===== config.mk =====
export PLATFORM = sky130hd
export DESIGN_NAME = n64_sync_gen
export DESIGN_NICKNAME = d
export VERILOG_FILES = /design/src/rtl/n64_sync_gen_pkg.sv /design/src/rtl/n64_sync_timing.sv /design/src/rtl/n64_sync_gen.sv
export SDC_FILE = /design/constraint.sdc
export NUM_CORES = 1
export LEC_CHECK = 0
export ABC_CLOCK_PERIOD_IN_PS = 3500
export BUFFER_PORTS_ARGS = -buffer_cell sky130_fd_sc_hd__buf_2
export CORE_MARGIN = 2
export CORE_UTILIZATION = 35
export CTS_BUF_LIST = sky130_fd_sc_hd__clkbuf_4 sky130_fd_sc_hd__clkbuf_8 sky130_fd_sc_hd__clkbuf_16
export DETAILED_ROUTE_END_ITERATION = 8
export PLACE_DENSITY = 0.63
export SLEW_MARGIN = 10
export SYNTH_ARGS = -nofsm -noshare
export SYNTH_HDL_FRONTEND = slang
export SYNTH_SLANG_ARGS = --single-unit

===== constraint.sdc =====
create_clock -name VCLK -period 3.5 [get_ports VCLK]
set_input_delay 0.35 -clock VCLK [delete_from_list [all_inputs] [get_ports VCLK]]
set_output_delay 0.35 -clock VCLK [all_outputs]
set_load 0.02 [all_outputs]

===== src/rtl/n64_sync_gen_pkg.sv =====
// Shared video timing constants and types for the N64 sync generator
// (the n64adv_vparams set: line lengths, line totals, sync widths).
`timescale 1ns/1ps
package n64_sync_gen_pkg;

   localparam int unsigned HCNT_W = 10;
   localparam int unsigned VCNT_W = 10;

   localparam int unsigned H_TOTAL_NTSC_DEF = 773;
   localparam int unsigned H_TOTAL_PAL_DEF  = 794;
   localparam int unsigned HS_LEN_DEF       = 57;
   localparam int unsigned CLAMP_LEN_DEF    = 32;
   localparam int unsigned VS_LINES_DEF     = 3;

   localparam int unsigned V_TOTAL_NTSC_P = 263;
   localparam int unsigned V_TOTAL_PAL_P  = 313;
   localparam int unsigned V_TOTAL_NTSC_I = 525;
   localparam int unsigned V_TOTAL_PAL_I  = 625;

   // Line on which the half-line vsync of the second field starts
   localparam int unsigned VS2_LINE_NTSC = V_TOTAL_NTSC_P - 1;
   localparam int unsigned VS2_LINE_PAL  = V_TOTAL_PAL_P - 1;

   typedef enum logic [1:0] {
      PH_SYNC = 2'd0,
      PH_HCNT = 2'd1,
      PH_VCNT = 2'd2,
      PH_HINV = 2'd3
   } phase_e;

   typedef struct packed {
      logic palmode;
      logic n64_480i;
   } vmode_t;

   typedef struct packed {
      logic nvsync;
      logic nclamp;
      logic nhsync;
      logic ncsync;
   } sync_t;

endpackage


===== src/rtl/n64_sync_timing.sv =====
// Phase/slot/line counters and combinational sync decode for the
// position currently being emitted.
`timescale 1ns/1ps
module n64_sync_timing
   import n64_sync_gen_pkg::*;
#(
   parameter int unsigned H_TOTAL_NTSC = H_TOTAL_NTSC_DEF,
   parameter int unsigned H_TOTAL_PAL  = H_TOTAL_PAL_DEF,
   parameter int unsigned HS_LEN       = HS_LEN_DEF,
   parameter int unsigned CLAMP_LEN    = CLAMP_LEN_DEF,
   parameter int unsigned VS_LINES     = VS_LINES_DEF
) (
   input  logic              VCLK,
   input  logic              nRST,
   input  logic              en_i,
   input  vmode_t            mode,
   output phase_e            phase,
   output logic [HCNT_W-1:0] hcnt,
   output logic [VCNT_W-1:0] vcnt,
   output sync_t             sync,
   output logic              vs_first,
   output logic              vs_second
);

   localparam logic [HCNT_W-1:0] H_NTSC    = HCNT_W'(H_TOTAL_NTSC);
   localparam logic [HCNT_W-1:0] H_PAL     = HCNT_W'(H_TOTAL_PAL);
   localparam logic [HCNT_W-1:0] HS_END    = HCNT_W'(HS_LEN);
   localparam logic [HCNT_W-1:0] CLAMP_END = HCNT_W'(HS_LEN + CLAMP_LEN);
   localparam logic [VCNT_W-1:0] VS_L      = VCNT_W'(VS_LINES);
   localparam logic [VCNT_W-1:0] VT_NP     = VCNT_W'(V_TOTAL_NTSC_P);
   localparam logic [VCNT_W-1:0] VT_PP     = VCNT_W'(V_TOTAL_PAL_P);
   localparam logic [VCNT_W-1:0] VT_NI     = VCNT_W'(V_TOTAL_NTSC_I);
   localparam logic [VCNT_W-1:0] VT_PI     = VCNT_W'(V_TOTAL_PAL_I);
   localparam logic [VCNT_W-1:0] VS2_N     = VCNT_W'(VS2_LINE_NTSC);
   localparam logic [VCNT_W-1:0] VS2_P     = VCNT_W'(VS2_LINE_PAL);

   logic [HCNT_W-1:0] h_total, h_half;
   logic [VCNT_W-1:0] v_total, vs2_line, vs2_off;
   logic              vs1_act, vs2_act, nhsync, nvsync;

   // Vsync spans VS_LINES full lines from its start point, so the
   // half-line variant is decoded as partial/full/partial lines.
   always_comb begin
      h_total  = mode.palmode ? H_PAL : H_NTSC;
      h_half   = h_total >> 1;
      v_total  = mode.palmode ? (mode.n64_480i ? VT_PI : VT_PP)
                              : (mode.n64_480i ? VT_NI : VT_NP);
      vs2_line = mode.palmode ? VS2_P : VS2_N;
      vs2_off  = vcnt - vs2_line;
      nhsync   = hcnt >= HS_END;
      vs1_act  = vcnt < VS_L;
      vs2_act  = mode.n64_480i && (vcnt >= vs2_line) &&
                 (((vs2_off == '0) && (hcnt >= h_half)) ||
                  ((vs2_off != '0) && (vs2_off < VS_L)) ||
                  ((vs2_off == VS_L) && (hcnt < h_half)));
      nvsync   = !(vs1_act || vs2_act);

      sync.nvsync = nvsync;
      sync.nclamp = (hcnt < HS_END) || (hcnt >= CLAMP_END);
      sync.nhsync = nhsync;
      sync.ncsync = nhsync && nvsync;

      vs_first  = (vcnt == '0) && (hcnt == '0);
      vs_second = mode.n64_480i && (vcnt == vs2_line) && (hcnt == h_half);
   end

   always_ff @(posedge VCLK or negedge nRST) begin
      if (!nRST) begin
         phase <= PH_SYNC;
         hcnt  <= '0;
         vcnt  <= '0;
      end else if (!en_i) begin
         phase <= PH_SYNC;
         hcnt  <= '0;
         vcnt  <= '0;
      end else begin
         phase <= phase_e'(phase + 2'd1);
         if (phase == PH_HINV) begin
            if (hcnt == h_total - 1'b1) begin
               hcnt <= '0;
               vcnt <= (vcnt == v_total - 1'b1) ? '0 : vcnt + 1'b1;
            end else begin
               hcnt <= hcnt + 1'b1;
            end
         end
      end
   end

endmodule


===== src/rtl/n64_sync_gen.sv =====
// N64 video sync generator: per-frame mode latch, registered sync nibble
// and the 4-phase multiplexed VD bus.
`timescale 1ns/1ps
module n64_sync_gen
   import n64_sync_gen_pkg::*;
#(
   parameter int unsigned H_TOTAL_NTSC = H_TOTAL_NTSC_DEF,
   parameter int unsigned H_TOTAL_PAL  = H_TOTAL_PAL_DEF,
   parameter int unsigned HS_LEN       = HS_LEN_DEF,
   parameter int unsigned CLAMP_LEN    = CLAMP_LEN_DEF,
   parameter int unsigned VS_LINES     = VS_LINES_DEF
) (
   input  logic       VCLK,
   input  logic       nRST,
   input  logic       en_i,
   input  logic [1:0] mode_i,
   output logic       nVDSYNC,
   output logic [6:0] VD_o,
   output logic [3:0] Sync_o,
   output logic [1:0] vinfo_o,
   output logic       field_o
);

   phase_e            phase;
   logic [HCNT_W-1:0] hcnt;
   logic [VCNT_W-1:0] vcnt;
   sync_t             sync;
   logic              vs_first, vs_second, frame_start;
   vmode_t            active_mode;

   // At the frame-start position the new mode already governs timing;
   // everywhere else the latched copy does.
   always_comb begin
      frame_start = (phase == PH_SYNC) && (hcnt == '0) && (vcnt == '0);
      active_mode = frame_start ? vmode_t'(mode_i) : vmode_t'(vinfo_o);
   end

   n64_sync_timing #(
      .H_TOTAL_NTSC (H_TOTAL_NTSC),
      .H_TOTAL_PAL  (H_TOTAL_PAL),
      .HS_LEN       (HS_LEN),
      .CLAMP_LEN    (CLAMP_LEN),
      .VS_LINES     (VS_LINES)
   ) u_timing (
      .VCLK      (VCLK),
      .nRST      (nRST),
      .en_i      (en_i),
      .mode      (active_mode),
      .phase     (phase),
      .hcnt      (hcnt),
      .vcnt      (vcnt),
      .sync      (sync),
      .vs_first  (vs_first),
      .vs_second (vs_second)
   );

   always_ff @(posedge VCLK or negedge nRST) begin
      if (!nRST) begin
         nVDSYNC <= 1'b1;
         Sync_o  <= '1;
         VD_o    <= '0;
         vinfo_o <= '0;
         field_o <= 1'b1;
      end else if (!en_i) begin
         nVDSYNC <= 1'b1;
         Sync_o  <= '1;
         VD_o    <= '0;
         field_o <= 1'b1;
      end else begin
         nVDSYNC <= (phase != PH_SYNC);
         if (frame_start) vinfo_o <= mode_i;
         if (vs_first)       field_o <= 1'b1;
         else if (vs_second) field_o <= 1'b0;
         unique case (phase)
            PH_SYNC: begin
               Sync_o <= sync;
               VD_o   <= {3'b000, sync};
            end
            PH_HCNT: VD_o <= hcnt[6:0];
            PH_VCNT: VD_o <= vcnt[6:0];
            PH_HINV: VD_o <= hcnt[6:0] ^ 7'h7F;
            default: ;
         endcase
      end
   end

endmodule


After elaboration in Yosys (flattened, before gate mapping):

Cells that the tools add are included.
Widths: inputs -> output; s select.

* $add $sub $neg: 6
* magnitude comparators: 8
* eq/ne operators: 12
* muxes and demuxes: 22
* bitwise operators: 1
* reduce and logical (&&, ||, !) cells: 23

Operators with widths (number)
* $mux 10: 10
* $eq 10x10->1: 3
* $logic_not 10->1: 3
* $pmux 7 s4: 1
* $add 10x1->10 const B: 2
* $lt 10x2->1 const B: 2
* $sub 10x1->10 const B: 2
* $logic_and 1x1->1: 11
* $eq 10x2->1 const B: 1
* $eq 10x9->1: 1
* $ge 10x10->1: 1
* $ge 10x6->1 const B: 1
* $ge 10x7->1 const B: 1
* $ge 10x9->1: 1
* $lt 10x6->1 const B: 1
* $lt 10x9->1: 1
* $reduce_bool 10->1: 1
* $sub 10x10->10: 1
* $mux 4: 2
* $mux 7: 1
* $not 7->7: 1
* $mux 6: 1
* $ne 2x1->1 const B: 3
* $mux 5: 1
* 11 further kinds: 19

* register bits: 37
* output and inout bits: 15

Depth between registers and ports, before layout:

* depth in word-level cells: 16
* depth in mapped cells: 18
* depth with buffers taken out: 17

Modules after synthesis:

A second synthesis with hierarchy kept.

* cells, all modules: 307
* area total of the unflattened synthesis: 2732.6 µm²

By module, submodules not included
* n64_sync_timing: times used 1, cells an instance 225, area each 1920.6 µm², sequential area each 550.5 µm²
* n64_sync_gen: times used 1, cells an instance 82, area each 812.0 µm², sequential area each 382.9 µm²

Worst setup path before layout:

OpenSTA, ideal clock, no wires.

* path type: register to register
* start: register u_timing.hcnt[0]
* end: register VD_o[3]
* arrival: 3533 ps
* slack: -174 ps
* stages on the path, launching flop included: 19
* buffers on the path: 1
* cell sequence: dfrtp_1 -> inv_1 -> ha_1 -> nand4bb_2 -> or3_1 -> o21ai_1 -> buf_4 -> nand2_4 -> inv_4 -> ha_1 -> fa_1 -> nand2_1 -> a21o_1 -> a21oi_1 -> o211ai_1 -> a311oi_1 -> o221ai_2 -> nor4_4 -> o22ai_1

* longest elaborated chain between the ends: 15

RTL lines
* start, declared: RTL line n64_sync_timing.sv:18 `output logic [HCNT_W-1:0] hcnt,`
* start signal, assigned: RTL line n64_sync_timing.sv:83 `hcnt <= hcnt + 1'b1;`
* $logic_not 10->1: RTL line n64_sync_gen.sv:34 `frame_start = (phase == PH_SYNC) && (hcnt == '0) && (vcnt == '0);`
* $logic_and 1x1->1 (2 in series): RTL line n64_sync_gen.sv:34
* $mux 2
* $mux 6: RTL line n64_sync_timing.sv:48 `vs2_line = mode.palmode ? VS2_P : VS2_N;`
* $sub 10x10->10: RTL line n64_sync_timing.sv:49 `vs2_off = vcnt - vs2_line;`
* $lt 10x2->1 (tied with other cells): RTL line n64_sync_timing.sv:54 `((vs2_off != '0) && (vs2_off < VS_L)) ||`
* $logic_and 1x1->1 (on tied branches): RTL line n64_sync_timing.sv:54, n64_sync_timing.sv:53
* $logic_or 1x1->1: RTL line n64_sync_timing.sv:53 `(((vs2_off == '0) && (hcnt >= h_half)) ||`
* $logic_or 1x1->1: RTL line n64_sync_timing.sv:54
* $logic_and 1x1->1 (*): RTL line n64_sync_timing.sv:52 `vs2_act = mode.n64_480i && (vcnt >= vs2_line) &&`
* $logic_or 1x1->1 (*): RTL line n64_sync_timing.sv:56 `nvsync = !(vs1_act || vs2_act);`
* $logic_not 1->1 (*): RTL line n64_sync_timing.sv:56
* $pmux 7 s4 (*): RTL line n64_sync_gen.sv:74 `unique case (phase)`
* $mux 7 (*): RTL line n64_sync_gen.sv:64 `end else if (!en_i) begin`
* end signal, assigned: RTL line n64_sync_gen.sv:77 `VD_o <= {3'b000, sync};`
* end signal, assigned: RTL line n64_sync_gen.sv:79 `PH_HCNT: VD_o <= hcnt[6:0];`
* end signal, assigned: RTL line n64_sync_gen.sv:80 `PH_VCNT: VD_o <= vcnt[6:0];`
* end, declared: RTL line n64_sync_gen.sv:18 `output logic [6:0] VD_o,`

Mark *: on every way between the ends. The rest lies on a longest branch, timed or not.
A chain may end at the register's enable or synchronous reset.

Worst setup path in the final report:

* start: register u_timing.hcnt[7]
* end: register Sync_o[0]

* longest elaborated chain between the ends: 16

RTL lines
* $logic_not 10->1: RTL line n64_sync_gen.sv:34
* $logic_and 1x1->1 (2 in series): RTL line n64_sync_gen.sv:34
* $mux 2
* $mux 6: RTL line n64_sync_timing.sv:48
* $sub 10x10->10: RTL line n64_sync_timing.sv:49
* $lt 10x2->1 (tied with other cells): RTL line n64_sync_timing.sv:54
* $logic_and 1x1->1 (on tied branches): RTL line n64_sync_timing.sv:54, n64_sync_timing.sv:53
* $logic_or 1x1->1: RTL line n64_sync_timing.sv:53
* $logic_or 1x1->1: RTL line n64_sync_timing.sv:54
* $logic_and 1x1->1: RTL line n64_sync_timing.sv:52
* $logic_or 1x1->1: RTL line n64_sync_timing.sv:56
* $logic_not 1->1: RTL line n64_sync_timing.sv:56
* $logic_and 1x1->1 (*): RTL line n64_sync_timing.sv:61 `sync.ncsync = nhsync && nvsync;`
* $mux 4 (*): RTL line n64_sync_gen.sv:74
* $mux 4 (*): RTL line n64_sync_gen.sv:64
* end signal, assigned: RTL line n64_sync_gen.sv:76 `Sync_o <= sync;`
* end, declared: RTL line n64_sync_gen.sv:19 `output logic [3:0] Sync_o,`

Mark *: on every way between the ends. The rest lies on a longest branch, timed or not. The select of a mux whose other input is x is not followed.

==> flow_metrics.tcl <==
set metrics [dict create \
    status "finished clean" \
    timing.fmax_mhz 296 \
    synth_common_cells "dfrtp_1, a21oi_1, nand2_1, nand3_1, nor2_1" \
    post-place-ws_ns -0.0683 \
    r2r_start "u_timing.hcnt[7]" \
    drc 0 \
    wl_per_cell_um 17.8 \
    end_kind "flip-flop" \
    r2r-end "Sync_o[0]" \
    core_area_um2 8260 \
    syn_area_um2 2990 \
    slew_violations 0 \
    hold_slack_ns 0.143 \
    cts.sinks 37 \
    vdd_drop_max_mv 0.183 \
    gp_congestion 0.933 \
    synthFlopType "dfrtp_1" \
    synth_most_common_cell "dfrtp_1" \
    insertedDiodeCount 0 \
    synth_area_leaders "dfrtp_1, ha_1, dfstp_2" \
    cts_buffers 5 \
    ys_warn_count 0 \
    fin_crit_ns 3.37 \
    hpwl_um 6680 \
    io_buffers 19 \
    yosys.area.top_type "dfrtp_1" \
    io_pins 20 \
    cts.reportedPaths.clkPinSlew_ns 0.08 \
    vias_per_cell 5.69 \
    r2r_slack_ns 0.13 \
    root_buffer "clkbuf_8" \
    dieArea_um2 9300 \
    grtUsageMet2_pct 33.0 \
    h-tree-depth 2 \
    syn_nets 360 \
    worst_pin_slew_ns 0.851 \
    post-place-cells 485 \
    drv_cap 0 \
    critPathLaunchType "flip-flop" \
    arrival_ns 3.57 \
    fin_crit_sh_pct 96.4 \
    max_stage_delay_ns 0.42 \
    yosysTopAreaCellShare_pct 26.0 \
    track_usage_pct 19.8 \
    syn_to_final_growth_pct 21.2 \
    use_met3_pct 3.88 \
    yosysSeqAreaShare_pct 31.2 \
    synth_area_per_cell_um2 8.87 \
    antenna_found_initial 0 \
    grt_pass1_wl_um 13900 \
    rows 33 \
    hp-class "primary input to async pin" \
    clock_skew_ns 0.0107 \
    cellPowerDensity_nw_per_um2 511 \
    grt_pass1_vias 2681 \
    reg2reg_depth 16 \
    final_util_pct 43.9 \
    setup_viol 0 \
    stdcell_count 496 \
    crit_type "flip-flop to flip-flop" \
    p_leak_nw 1.55 \
    num_vias 2821 \
    die_h_um 96.4 \
    nets 413 \
    rsz0062_at_grt "true" \
    slew_headroom_pct 43.3 \
    ant_nets 0 \
    grt_use_met1_pct 26.8 \
    setup_ws_ns 0.125 \
    grt_overflow 0 \
    drt_first_pass_iters 5 \
    grt_max_degree 38 \
    wl_um 8830 \
    synth_cell_types 71 \
    worstPathCellList "or3_4 -> or3_4 -> o21ai_4 -> nand2_4 -> inv_4 -> ha_4 -> fa_2 -> nand2_1 -> a21o_1 -> a21oi_2 -> o211ai_1 -> a311oi_2 -> o221ai_2 -> nor4_4 -> buf_4 -> o211ai_1" \
    synth_edf_count 0 \
    async_reset_ff_share_pct 100 \
    crit_required_ns 3.69 \
    drive_gt1_share_pct 31.7 \
    clock_latency_ns 0.29 \
    hold_viol 0 \
    cts_tree "yes" \
    crit_path_top_delay_cell "or3_4" \
    drtIter0Drc 129 \
    top_usage_layer "met2" \
    total_power_mw 1.85 \
    fp.dieW_um 96.4 \
    clockBufferDepth 2 \
    start_util_pct 36.2 \
    path_max_fanout 4 \
    synth_cells 337 \
    synth-seq-cells 37 \
]
-- cells by family (layout without fill, tap and decap cells) --
kind of cell / Yosys count / in the layout / synth area share [%]
AND/OR/NAND/NOR: 133 / 133 / 25.2
AO/OA/AOI/OAI: 90 / 90 / 21.2
buffers and inverters: 40 / 94 / 8.16
flip-flops: 37 / 37 / 31.2
adder cells (fa/ha/maj): 18 / 18 / 7.79
multiplexers: 14 / 14 / 4.90
XOR/XNOR: 5 / 5 / 1.47
-- stage by stage --
stage | setup TNS, ns | cell area (µm²)
global placement | 0 | 3390
CTS | 0 | 3560
finish | 0 | 3620
floorplan | 0 | 3010
detailed placement | -0.222 | 3390
global route | -0.0373 | 3620
-- repair_timing --
action,4_1_cts,5_1_grt
hold endpoints to repair,0,0
resized for setup,6,10
hold buffers,0,0
setup buffers,1,2
setup endpoints to repair,4,7
pin swaps,4,6
-- registers in the layout (all words and copies together), names as in the netlist --
name / count
Sync_o: 4
u_timing.vcnt: 10
nVDSYNC: 1
u_timing.hcnt: 10
field_o: 1
VD_o: 7
vinfo_o: 2
u_timing.phase: 2
-- how the worst max path moves through the flow --
stage                     start                to
2_1_floorplan  u_timing.hcnt[0]           VD_o[0]
5_1_grt        u_timing.hcnt[0]  u_timing.vcnt[8]
6_report       u_timing.hcnt[7]         Sync_o[0]
4_1_cts        u_timing.hcnt[7]         Sync_o[0]
3_5_place_dp   u_timing.vcnt[1]         Sync_o[0]
3_3_place_gp   u_timing.vcnt[1]         Sync_o[0]
-- layer usage --
metal  part of all wire, %  vias to the layer above
met4                   1.8                        0
met2                    48                       87
li1                      -                     1350
met5                     0                        -
met3                   4.2                       14
met1                    46                     1370
-- critical path, delay by kind of cell, from the launching register on --
kind,cells,cell delay [ns]
buf+inv,2,0.25
simple gates,5,1.19
fa+ha+maj,2,0.36
flops,1,0.39
compound gates,7,1.07
-- layout by cell type, fill, tap and decap left out, types with 3 or more instances in the layout --
| cell | instances |
|---|---|
| buf_4 | 45 |
| dfrtp_1 | 31 |
| nand2_1 | 24 |
| nand3_1 | 24 |
| nor2_1 | 23 |
| a21oi_1 | 22 |
| buf_2 | 19 |
| inv_1 | 16 |
| ha_1 | 13 |
| o21ai_0 | 12 |
| mux2i_1 | 11 |
| nand4_1 | 10 |
| nor3_1 | 8 |
| nand2b_1 | 7 |
| o22ai_1 | 7 |
| dfstp_2 | 6 |
| and3_1 | 6 |
| clkbuf_8 | 6 |
| nor2b_1 | 5 |
| a221oi_1 | 5 |
| a21o_1 | 5 |
| a22o_1 | 5 |
| inv_2 | 4 |
| o211ai_1 | 4 |
| or3_4 | 3 |
| nor3_4 | 3 |
| or2_2 | 3 |
| a21oi_2 | 3 |
| a31oi_1 | 3 |
| xor2_1 | 3 |
| o21ai_1 | 3 |
-- power breakdown --
| group | internal [mW] | total [mW] | switching, mW |
|---|---|---|---|
| Clock | 0.232 | 0.397 | 0.165 |
| Sequential | 0.460 | 0.483 | 0.0238 |
| Combinational | 0.443 | 0.970 | 0.527 |
-- layout make-up --
| class | instances | area (µm²) |
|---|---|---|
| multi-input combinational | 260 | 1910 |
| tap | 105 | 131 |
| fill | 806 | 4630 |
| sequential | 37 | 933 |
| inverter | 21 | 81.3 |
| clock buffer | 6 | 82.6 |
| timing repair buffer | 65 | 444 |
| clock inverter | 2 | 37.5 |
(Power assumes the default switching activity.)
